File: config.mk
export PLATFORM = sky130hd
export DESIGN_NAME = dot_product_pe
export DESIGN_NICKNAME = d
export VERILOG_FILES = /design/src/rtl/dot_product_pe.sv
export SDC_FILE = /design/constraint.sdc
export NUM_CORES = 1
export LEC_CHECK = 0
export ABC_AREA = 1
export CAP_MARGIN = 10
export CORE_MARGIN = 2
export CORE_UTILIZATION = 49
export CTS_CLUSTER_SIZE = 20
export DETAILED_ROUTE_END_ITERATION = 6
export DONT_BUFFER_PORTS = 1
export GPL_TIMING_DRIVEN = 0
export PLACE_DENSITY = 0.76
export SYNTH_ARGS = -nofsm -noshare
export SYNTH_HDL_FRONTEND = slang
export SYNTH_SLANG_ARGS = --single-unit
File: constraint.sdc
create_clock -name clk -period 4.9 [get_ports clk]
set_input_delay 0.735 -clock clk [delete_from_list [all_inputs] [get_ports clk]]
set_output_delay 0.735 -clock clk [all_outputs]
set_load 0.02 [all_outputs]
File: src/rtl/dot_product_pe.sv
// dot_product_pe: signed K-element multiply-accumulate PE with an IDLE/MAC/OUT handshake FSM.
// Define PE_SATURATE_EN to clamp each accumulate to the signed ACC_W range instead of wrapping.
module dot_product_pe #(
    parameter int K      = 4,
    parameter int DATA_W = 8,
    parameter int ACC_W  = 20
) (
    input  logic                     clk,
    input  logic                     rst_n,
    input  logic                     start_PE,
    output logic                     PE_ready,
    input  logic signed [DATA_W-1:0] a_data,
    input  logic signed [DATA_W-1:0] b_data,
    input  logic                     operands_valid,
    output logic                     operands_ready,
    output logic signed [ACC_W-1:0]  result,
    output logic                     result_valid,
    input  logic                     result_ready
);
    localparam int CNT_W = $clog2(K) + 1;
    localparam logic [1:0] IDLE = 2'd0;
    localparam logic [1:0] MAC  = 2'd1;
    localparam logic [1:0] OUT  = 2'd2;

    logic [1:0]                 state;
    logic [CNT_W-1:0]           cnt;
    logic signed [ACC_W-1:0]    acc;
    logic signed [ACC_W-1:0]    acc_next;
    logic signed [2*DATA_W-1:0] prod;
    logic                       beat;
    logic                       last;

    assign prod = (2*DATA_W)'(a_data) * (2*DATA_W)'(b_data);

`ifdef PE_SATURATE_EN
    // one guard bit exposes overflow; the clamped value then feeds the next accumulate
    logic signed [ACC_W:0] sum;
    assign sum      = (ACC_W+1)'(acc) + (ACC_W+1)'(prod);
    assign acc_next = (sum[ACC_W] != sum[ACC_W-1])
                    ? (sum[ACC_W] ? {1'b1, {(ACC_W-1){1'b0}}} : {1'b0, {(ACC_W-1){1'b1}}})
                    : sum[ACC_W-1:0];
`else
    assign acc_next = acc + ACC_W'(prod);
`endif

    assign beat           = (state == MAC) && operands_valid;
    assign last           = cnt == CNT_W'(K - 1);
    assign PE_ready       = state == IDLE;
    assign operands_ready = state == MAC;
    assign result_valid   = state == OUT;
    assign result         = acc;

    always_ff @(posedge clk or negedge rst_n) begin
        if (!rst_n) begin
            state <= IDLE;
            acc   <= '0;
            cnt   <= '0;
        end else begin
            case (state)
                IDLE: if (start_PE) begin
                    acc   <= '0;
                    cnt   <= '0;
                    state <= MAC;
                end
                MAC: if (beat) begin
                    acc   <= acc_next;
                    cnt   <= cnt + CNT_W'(1);
                    state <= last ? OUT : MAC;
                end
                OUT: if (result_ready) state <= IDLE;
                default: state <= IDLE;
            endcase
        end
    end
endmodule

==> summary.md, run 1 <==
| Metric | Value |
|---|---|
| Synth Instances | 605 |
| Clock slew at reported path FFs | 0.09 ns |
| Final wirelength | 10,350 µm |
| Metal2 WL | 5271 µm |
| Routed len/inst | 13.88 µm |
| Worst setup SP type | input pin |
| Vias in the first global route | 3,910 |
| Worst skew pair latency | 0.27 ns |
| Die ar. | 10,680 µm² |
| Final hold slack | 0.1445 ns |
| Clock sinks | 25 |
| Slowest-stage cell, CP | fa_1 |
| Commonest non-fill, non-tap cells in the layout | 161 x inv_1, 143 x nand2_1, 85 x fa_1 |
| Largest net degree at the start of global routing | 26 |
| Warnings, synthesis | 0 |
| Syn nets | 762 |
| CP endpoint kind | register |
| Worst slew margin | 0.6757 |
| Total of max-cap violations | 0 |
| Clock Skew | 0.003758 ns |
| P&R area growth vs syn | 7.219% |
| Final setup viols | 0 |
| Dpl cell area | 5020 µm² |
| Worst EP required | 5.10 ns |
| Sequential Area | 625.6 µm² |
| CP top delay family | adder cells |
| Hpwl dp | 8629 µm |
| Commonest non-fill, non-tap cell in the layout | inv_1 |
| Status | finished, final reports clean |
| Die height | 103.3 µm |
| TritonCTS buffer count | 3 |
| WL met1 | 4509 µm |
| DR WL met3 | 391 µm |
| Share of post-route cells with drive strength above 1 | 0.08483 |
| Nets | 771 |
| Final ANT Viol Nets | 0 |
| Root Driver | clkbuf_8 |
| CP cell instances | clkbuf_2 -> nand2_2 -> clkinvlp_4 -> buf_12 -> fa_1 -> fa_1 -> fa_1 -> fa_1 -> ha_1 -> ha_1 -> a21oi_1 -> o21ai_0 -> nand2_1 -> nand3b_1 -> nand2_1 -> nand2_1 -> o21ai_0 |
| I/O pins | 44 |
| GP Congestion | 0.9414 |
| Syn avg cell area | 7.993 µm² |
| Starting DRT DRC Count | 157 |
| Total number of vias | 3,706 |
| CP Max Fanout | 12 |
| CTS tree | done |
| Reg2reg setup slack | 0.39 ns |
| Multi-input gate area | 3563 µm² |
| Final instance area | 5185 µm² |
| # port buffers | 0 |
| Drt first pass iters | 4 |
| Initial antenna violation count | 0 |
| Critical path's most frequent cell | fa_1 |
| Die width | 103.3 µm |
| Synth Register Bits | 25 |
| Worst-Margin Slew | 0.4846 ns |
| Crit-path max cell delay | 0.55 ns |
| Pins Over Slew Limit | 0 |
| Hold Fails Final Rpt | 0 |
| Shortest period the worst path allows | 4.743 ns |
| Final critical-path share of the clock period | 0.9679 |
| Seq/Total Area, Yosys | 0.1294 |
| Residual DRC | 0 |
| Highest routed layer | met4 |
| Fillers | 864 |
| CP Class | in2reg |
| H-tree levels | 1 |
| Diode count | 0 |
| Hold crit path type | in2async |
| WP data arrival | 4.94 ns |
| Post-CTS Hold Fix Bufs | 0 |
| GRT Util Overall | 0.2115 |
| Global-route wire length before repair | 17,910 µm |
| Count of cell types in the netlist | 30 |
| Mapped Area | 4836 µm² |
| CORE AREA | 9684 µm² |
| F_max | 210.8 MHz |
| Longest Clk Path Bufs | 2 |
| Aggregate global routing overflow | 0 |
| Row cnt | 36 |
| CP bufs+invs | 3 |
| Vias per Instance | 4.968 |
| Starting density of the core | 0.4994 |
## stage by stage
step           setup TNS (ns)  setup WS [ns]  instances  utilization
2_1_floorplan               0        0.01039        605            -
3_3_place_gp           -3.337        -0.3597        738       0.5183
3_5_place_dp           -3.637        -0.4181        738       0.5183
4_1_cts                     0        0.03362        744       0.5271
5_1_grt              -0.09653       -0.04166        746       0.5354
6_report                    0         0.1573        746       0.5354
## cell families after synthesis
| group | share of synthesized area |
|---|---|
| and+or+nand+nor | 0.1778 |
| buffers and inverters | 0.1457 |
| adders and majority gates | 0.4885 |
| AOI/OAI and AO/OA | 0.05692 |
| DFF | 0.1294 |
| xor gates and xnor gates | 0.001811 |
## metal layers
layer / vias to the layer above / GRT usage
li1: 1786 / -
met1: 1822 / 0.2799
met2: 81 / 0.3732
met3: 17 / 0.02688
met4: 0 / 0.04656
met5: - / 0
## synth_stat cells (all sizes together)
| library cell | n | area (µm²) |
|---|---|---|
| a21oi | 19 | 95.09 |
| a22o | 2 | 20.02 |
| buf | 2 | 22.52 |
| clkbuf | 15 | 56.30 |
| clkinv | 1 | 3.750 |
| dfrtp | 25 | 625.6 |
| fa | 88 | 1762 |
| ha | 48 | 600.6 |
| inv | 165 | 621.9 |
| nand2 | 153 | 589.3 |
| nand3 | 19 | 95.09 |
| nand3b | 2 | 15.01 |
| nand4 | 1 | 6.260 |
| nor2 | 32 | 137.6 |
| nor3 | 2 | 10.01 |
| o211ai | 1 | 7.510 |
| o21a | 2 | 15.01 |
| o21ai | 22 | 110.1 |
| o21bai | 1 | 7.510 |
| o22ai | 2 | 12.51 |
| o31ai | 1 | 7.510 |
| or2 | 1 | 6.260 |
| xnor2 | 1 | 8.760 |
## registers in the layout, summed over array words and instances (netlist names)
name / cells
result: 20
state: 2
cnt: 3
## final timing paths
| check | from | to | cells after the start |
|---|---|---|---|
| min in group clk | cnt[0] | cnt[0] | 1 |
| min reg2reg | cnt[0] | cnt[0] | 1 |
| min | rst_n | result[19] | 0 |
| max reg2reg | result[6] | result[17] | 19 |
| max in group asynchronous | rst_n | result[13] | 0 |
| max | b_data[0] | result[14] | 17 |
## worst reg2reg max path, delay by kind of cell, from the launching register on
kind                     cells  cell delay (ns)
adder cells (fa/ha/maj)      6             2.70
flip-flops                   1             0.49
buffers and inverters        5             0.39
AO/OA/AOI/OAI                1             0.22
AND/OR/NAND/NOR              7             0.58
## timing repair
action                     CTS  global route
setup buffers                2             2
pin swaps                    1             5
gates resized for setup      5            33
setup endpoints to repair   10            11
## cell type report
class,count,area share
inverter,166,0.1223
buffer,17,0.01834
timing repair buffer,4,0.01062
clock buffer,4,0.008687
tap,133,0.03209
multi-input combinational,397,0.6873
sequential,25,0.1207
Power of run 1 is not shown: default switching activity piles up to over one toggle a cycle in this logic, so the estimate is an artifact.
==> run 2: changes to the inputs <==
Settings changed: ABC_AREA 1 to not set, ABC_CLOCK_PERIOD_IN_PS set to 4900.
==> run 2 against run 1 <==
Effect of this change: via count down 16%; critical path depth down 2; first-iteration DRC count down 27%; flip-flop and latch count unchanged; global-route usage down 1.2 points; fmax down 0.46%; clock-buffer cell count down 1; non-clock buffer count down 8; critical path type unchanged; utilization up 0.51 points; area after synthesis down 5.8%; routed wire length down 11%.
==> summary.md, run 2 <==
| Metric | Value |
|---|---|
| Diode count | 0 |
| Worst-Margin Slew | 0.6914 ns |
| Reg2reg setup slack | 0.14 ns |
| Shortest period the worst path allows | 4.765 ns |
| Worst slew margin | 0.5381 |
| GRT Util Overall | 0.1999 |
| Synth area leaders | fa_1 39%, dfrtp_1 14%, ha_1 13%, inv_1 8.3%, and2_1 4.5% |
| Total of max-cap violations | 0 |
| Async set-or-reset flop fraction in the synthesized netlist | 1.000 |
| Dpl ws | -0.3079 ns |
| Grt peak-use layer | met2 |
| Mapped Area | 4556 µm² |
| Hold Fails Final Rpt | 0 |
| Starting density of the core | 0.5001 |
| Hpwl dp | 7924 µm |
| Initial antenna violation count | 0 |
| Final setup margin | 0.1352 ns |
| Mux share of post-synthesis cell area | 0.006592 |
| CP Max Fanout | 8 |
| Commonest non-fill, non-tap cell in the layout | inv_1 |
| Max reg flops | 20 |
| Slowest-stage cell, CP | fa_1 |
| Met1 Track Usage GR | 0.2754 |
| Die width | 100.4 µm |
| Worst setup SP type | input pin |
| Drt first pass iters | 4 |
| Final ANT Viol Nets | 0 |
| Largest net degree at the start of global routing | 26 |
| Global-route wire length before repair | 16,190 µm |
| Aggregate global routing overflow | 0 |
| Status | finished, final reports clean |
| Commonest non-fill, non-tap cells in the layout | 100 x inv_1, 85 x fa_1, 44 x ha_1 |
| Clock Skew | 0.001014 ns |
| Root Driver | clkbuf_8 |
| CP Class | in2reg |
| Row cnt | 35 |
| Synth Instances | 457 |
| Share of post-route cells with drive strength above 1 | 0.08547 |
| Longest Clk Path Bufs | 2 |
| Count of cell types in the netlist | 48 |
| Post-CTS Hold Fix Bufs | 0 |
| P&R area growth vs syn | 8.075% |
| Routed len/inst | 15.94 µm |
| Crit-path max cell delay | 0.57 ns |
| WP data arrival | 4.90 ns |
| Post-Synth Adder-Cell Area | 0.5185 |
| Cell accounting for the most synthesized area | fa_1 |
| I/O pins | 44 |
| Number of synthesized flops with an enable pin | 0 |
| Hold crit path type | in2async |
| Final core utilization | 0.5405 |
| Synth top cells by count | 101 x inv_1, 88 x fa_1, 48 x ha_1, 42 x nand2_1, 33 x and2_1 |
| Final critical-path share of the clock period | 0.9724 |
| CP endpoint kind | register |
| Syn nets | 614 |
| Worst Reg2Reg Path Length in Cells | 16 |
| Syn avg cell area | 9.969 µm² |
| Global Route met2 Usage | 0.3495 |
| Vias in the first global route | 3,421 |
| CTS tree | done |
| TritonCTS buffer count | 3 |
| Post-synthesis simple-gate area fraction | 0.1170 |
| CP cell instances | clkbuf_8 -> nand2_1 -> fa_1 -> inv_1 -> fa_1 -> fa_1 -> fa_1 -> fa_1 -> ha_4 -> o211ai_1 -> o21ai_2 -> o2111ai_2 -> a211oi_2 -> mux2i_1 -> o311ai_1 |
| Seq/Total Area, Yosys | 0.1373 |
| Worst EP required | 5.04 ns |
| Vias per Instance | 5.389 |
| Starting DRT DRC Count | 114 |
| Total number of vias | 3,120 |
| Nets | 626 |
| Reg-to-reg startpoint | result[6] |
| Pins Over Slew Limit | 0 |
| Die ar. | 10,080 µm² |
| H-tree levels | 1 |
| Residual DRC | 0 |
| CORE AREA | 9109 µm² |
| Reg2reg end | result[16] |
| Clock sinks | 25 |
| XOR/XNOR Fraction of Synth Area | 0.02884 |
| Most instantiated library cell after synthesis | inv_1 |
| Main combinational cell family by area after synthesis | adder cells |
| Area share of the largest cell type after synthesis | 0.3867 |
| # port buffers | 0 |
| Final wirelength | 9232 µm |
| M3 GR Usage | 0.01671 |
| F_max | 209.9 MHz |
| RSZ-0062 raised after global routing | yes |
| Worst skew pair latency | 0.26 ns |
| Final setup viols | 0 |
| Die height | 100.4 µm |
| Compound-gate portion of the synthesized area | 0.1024 |
| GP Congestion | 0.8699 |
| Critical path's most frequent cell | fa_1 |
| Synth Register Bits | 25 |
| Post-synth top flop | dfrtp_1 |
| Warnings, synthesis | 0 |
| Clock slew at reported path FFs | 0.09 ns |
[run 2: changes by cell type after synthesis, sizes merged, moves of 5 or more]
cell	before	now
a211oi	0	5
a21oi	19	9
and2	0	33
clkbuf	15	5
inv	165	101
nand2	153	42
nand3	19	1
nor2	32	16
xnor2	1	12
[run 2: worst max-delay path: cells and delay by family]
family	cells	cell delay, ns
adders and majority gates	6	2.81
AOI/OAI and AO/OA	5	0.88
muxes	1	0.21
buffers and inverters	2	0.18
and+or+nand+nor	1	0.07
[run 2: how the worst max path moves through the flow]
stage / start / end / slack (ns)
final: b_data[1] / result[17] / 0.14
after floorplan: a_data[7] / result[16] / -0.01
after detailed placement: a_data[7] / result[17] / -0.31
after global routing: b_data[1] / result[16] / -0.02
after global placement: a_data[7] / result[17] / -0.26
after CTS: b_data[1] / result[16] / 0.02
[run 2: repair_timing]
action | 4_1_cts | 5_1_grt
resized for setup | 1 | 16
buffers inserted | 3 | 4
pin swaps | 1 | 10
endpoints found under the setup margin | 2 | 5
[run 2: area by class of cell]
| class | count | area, µm² |
|---|---|---|
| plain buffers | 6 | 33.78 |
| multi-input cells | 324 | 3628 |
| well taps | 111 | 138.9 |
| repair buffers | 7 | 65.06 |
| clock buffers | 3 | 41.29 |
| inverters | 102 | 384.1 |
| clock inverters | 1 | 5.005 |
| flip-flops and latches | 25 | 626.9 |
| fillers | 797 | 4185 |
[run 2: logic make-up (layout without fill, tap and decap cells)]
| family | Yosys count | in the layout |
|---|---|---|
| buf+inv | 108 | 119 |
| flops | 25 | 25 |
| compound gates | 63 | 63 |
| simple gates | 107 | 107 |
| mux | 3 | 3 |
| fa+ha+maj | 136 | 136 |
| xor+xnor | 15 | 15 |
[run 2: layer usage]
layer | up-vias | part of all wire
met5 | - | 0
met4 | 0 | 0.013
met3 | 13 | 0.042
met2 | 65 | 0.51
met1 | 1582 | 0.44
li1 | 1460 | -
[run 2: per-stage QoR]
stage / instance area, µm² / instances / hold slack (ns) / TNS, ns
floorplan: 4583 / 457 / 0.4394 / -0.01500
global placement: 4722 / 568 / 0.4404 / -1.207
detailed placement: 4722 / 568 / 0.4405 / -1.555
CTS: 4805 / 575 / 0.1490 / 0
global route: 4923 / 579 / 0.1391 / -0.02681
finish: 4923 / 579 / 0.1553 / 0
Power of run 2 is left out for the same reason.
==> run 3: changes to the inputs <==
Settings changed: CORE_UTILIZATION 49 to 45, PLACE_DENSITY 0.76 to not set, PLACE_DENSITY_LB_ADDON set to 0.15.
==> run 3 against run 2 <==
Effect of this change: non-clock buffer count decreased by 1; sequential share of layout area shrank 0.074 points; first-iteration DRC count fell by 24%; fmax barely moved; final cell count up 3.6%; highest routed layer unchanged; clock-buffer cell count is the same; flip-flop and latch count unchanged; setup slack better by 0.0045 ns.
==> summary.md, run 3 (synthesized netlist as in run 2, its figures left out) <==
| Metric | Value |
|---|---|
| F_max | 210.1 MHz |
| Total number of vias | 3,048 |
| Status | finished, final reports clean |
| Clock Skew | 0.004834 ns |
| Vias per Instance | 5.080 |
| Vias in the first global route | 3,443 |
| Starting DRT DRC Count | 87 |
| Final ANT Viol Nets | 0 |
| Worst slew margin | 0.5646 |
| Crit-path max cell delay | 0.53 ns |
| H-tree levels | 1 |
| Die ar. | 10,940 µm² |
| Drt first pass iters | 5 |
| CORE AREA | 9819 µm² |
| Reg-to-reg startpoint | result[6] |
| Commonest non-fill, non-tap cell in the layout | inv_1 |
| Nets | 625 |
| Die height | 104.6 µm |
| Final setup viols | 0 |
| I/O pins | 44 |
| Aggregate global routing overflow | 0 |
| Shortest period the worst path allows | 4.760 ns |
| CP Class | in2reg |
| Largest net degree at the start of global routing | 26 |
| Starting density of the core | 0.4639 |
| Initial antenna violation count | 0 |
| Total of max-cap violations | 0 |
| Worst EP required | 5.06 ns |
| Hold crit path type | in2async |
| Row cnt | 36 |
| Global-route wire length before repair | 17,660 µm |
| CTS tree | done |
| Max reg flops | 20 |
| Routed len/inst | 16.23 µm |
| Worst skew pair latency | 0.28 ns |
| Worst-Margin Slew | 0.6517 ns |
| Root Driver | clkbuf_8 |
| Worst setup SP type | input pin |
| Reg2reg end | result[16] |
| Pins Over Slew Limit | 0 |
| # port buffers | 0 |
| Slowest-stage cell, CP | fa_1 |
| TritonCTS buffer count | 3 |
| Reg2reg setup slack | 0.25 ns |
| CP endpoint kind | register |
| Diode count | 0 |
| Hpwl dp | 8356 µm |
| Clock sinks | 25 |
| CP cell instances | clkbuf_8 -> and2_4 -> fa_1 -> fa_1 -> fa_1 -> fa_1 -> ha_1 -> ha_1 -> o21ai_1 -> o21a_1 -> a211o_1 -> a21oi_4 -> or3_1 -> a32o_1 |
| Worst Setup SP | b_data[1] |
| GP Congestion | 0.8338 |
| Final core utilization | 0.5054 |
| P&R area growth vs syn | 8.926% |
| Worst Reg2Reg Path Length in Cells | 16 |
| Residual DRC | 0 |
| Hold Fails Final Rpt | 0 |
| Final wirelength | 9738 µm |
| WP data arrival | 4.92 ns |
| CP Max Fanout | 8 |
| Share of post-route cells with drive strength above 1 | 0.08994 |
| GRT Util Overall | 0.1984 |
| Die width | 104.6 µm |
| Longest Clk Path Bufs | 2 |
| Clock slew at reported path FFs | 0.10 ns |
| Critical path's most frequent cell | fa_1 |
| Commonest non-fill, non-tap cells in the layout | 99 x inv_1, 85 x fa_1, 42 x nand2_1, 42 x ha_1, 31 x and2_1 |
| Final critical-path share of the clock period | 0.9715 |
-- run 3: stage by stage --
| stage | instance area [µm²] | worst slack, ns | setup TNS (ns) | std cells | hold slack, ns |
|---|---|---|---|---|---|
| floorplan | 4583 | -0.01500 | -0.01500 | 457 | 0.4394 |
| global placement | 4750 | -0.3017 | -1.507 | 590 | 0.4401 |
| detailed placement | 4750 | -0.3056 | -1.670 | 590 | 0.4400 |
| CTS | 4837 | 0.02865 | 0 | 596 | 0.1366 |
| global route | 4962 | -0.01569 | -0.01591 | 600 | 0.1289 |
| finish | 4962 | 0.1396 | 0 | 600 | 0.1400 |
-- run 3: timing repair --
action | CTS | global route
endpoints found under the setup margin | 2 | 8
hold endpoints to repair | 0 | 0
pin swaps | 1 | 19
hold buffers | 0 | 0
setup buffers | 2 | 4
cloned | 0 | 0
resized for setup | 1 | 20
-- run 3: cell type report --
class | instances | area (µm²)
fill | 977 | 4857
multi-input combinational | 324 | 3633
sequential | 25 | 628.1
inverter | 102 | 384.1
tap | 133 | 166.4
timing repair buffer | 6 | 70.07
clock buffer | 3 | 41.29
buffer | 6 | 33.78
clock inverter | 1 | 5.005
-- run 3: how the worst max path moves through the flow --
| stage | cells after the start | slack, ns | end |
|---|---|---|---|
| 3_5_place_dp | 15 | -0.31 | result[17] |
| 3_3_place_gp | 15 | -0.30 | result[17] |
| 6_report | 14 | 0.14 | result[16] |
| 2_1_floorplan | 15 | -0.01 | result[16] |
| 4_1_cts | 14 | 0.03 | result[16] |
| 5_1_grt | 14 | -0.02 | result[16] |
-- run 3: critical path: cells and delay by family --
family | cells | cell delay (ns)
and+or+nand+nor | 2 | 0.51
adders and majority gates | 6 | 2.66
buffers and inverters | 1 | 0.13
AOI/OAI and AO/OA | 5 | 0.87
-- run 3: per-layer routing --
layer / up-vias / wire length (µm) / part of all wire / track usage
met4: 0 / 63 / 0.0065 / 0.02857
met3: 7 / 356 / 0.037 / 0.02558
li1: 1450 / - / - / -
met1: 1538 / 4582 / 0.47 / 0.2832
met5: - / 0 / 0 / 0
met2: 53 / 4736 / 0.49 / 0.3333
Power of run 3 is left out for the same reason.
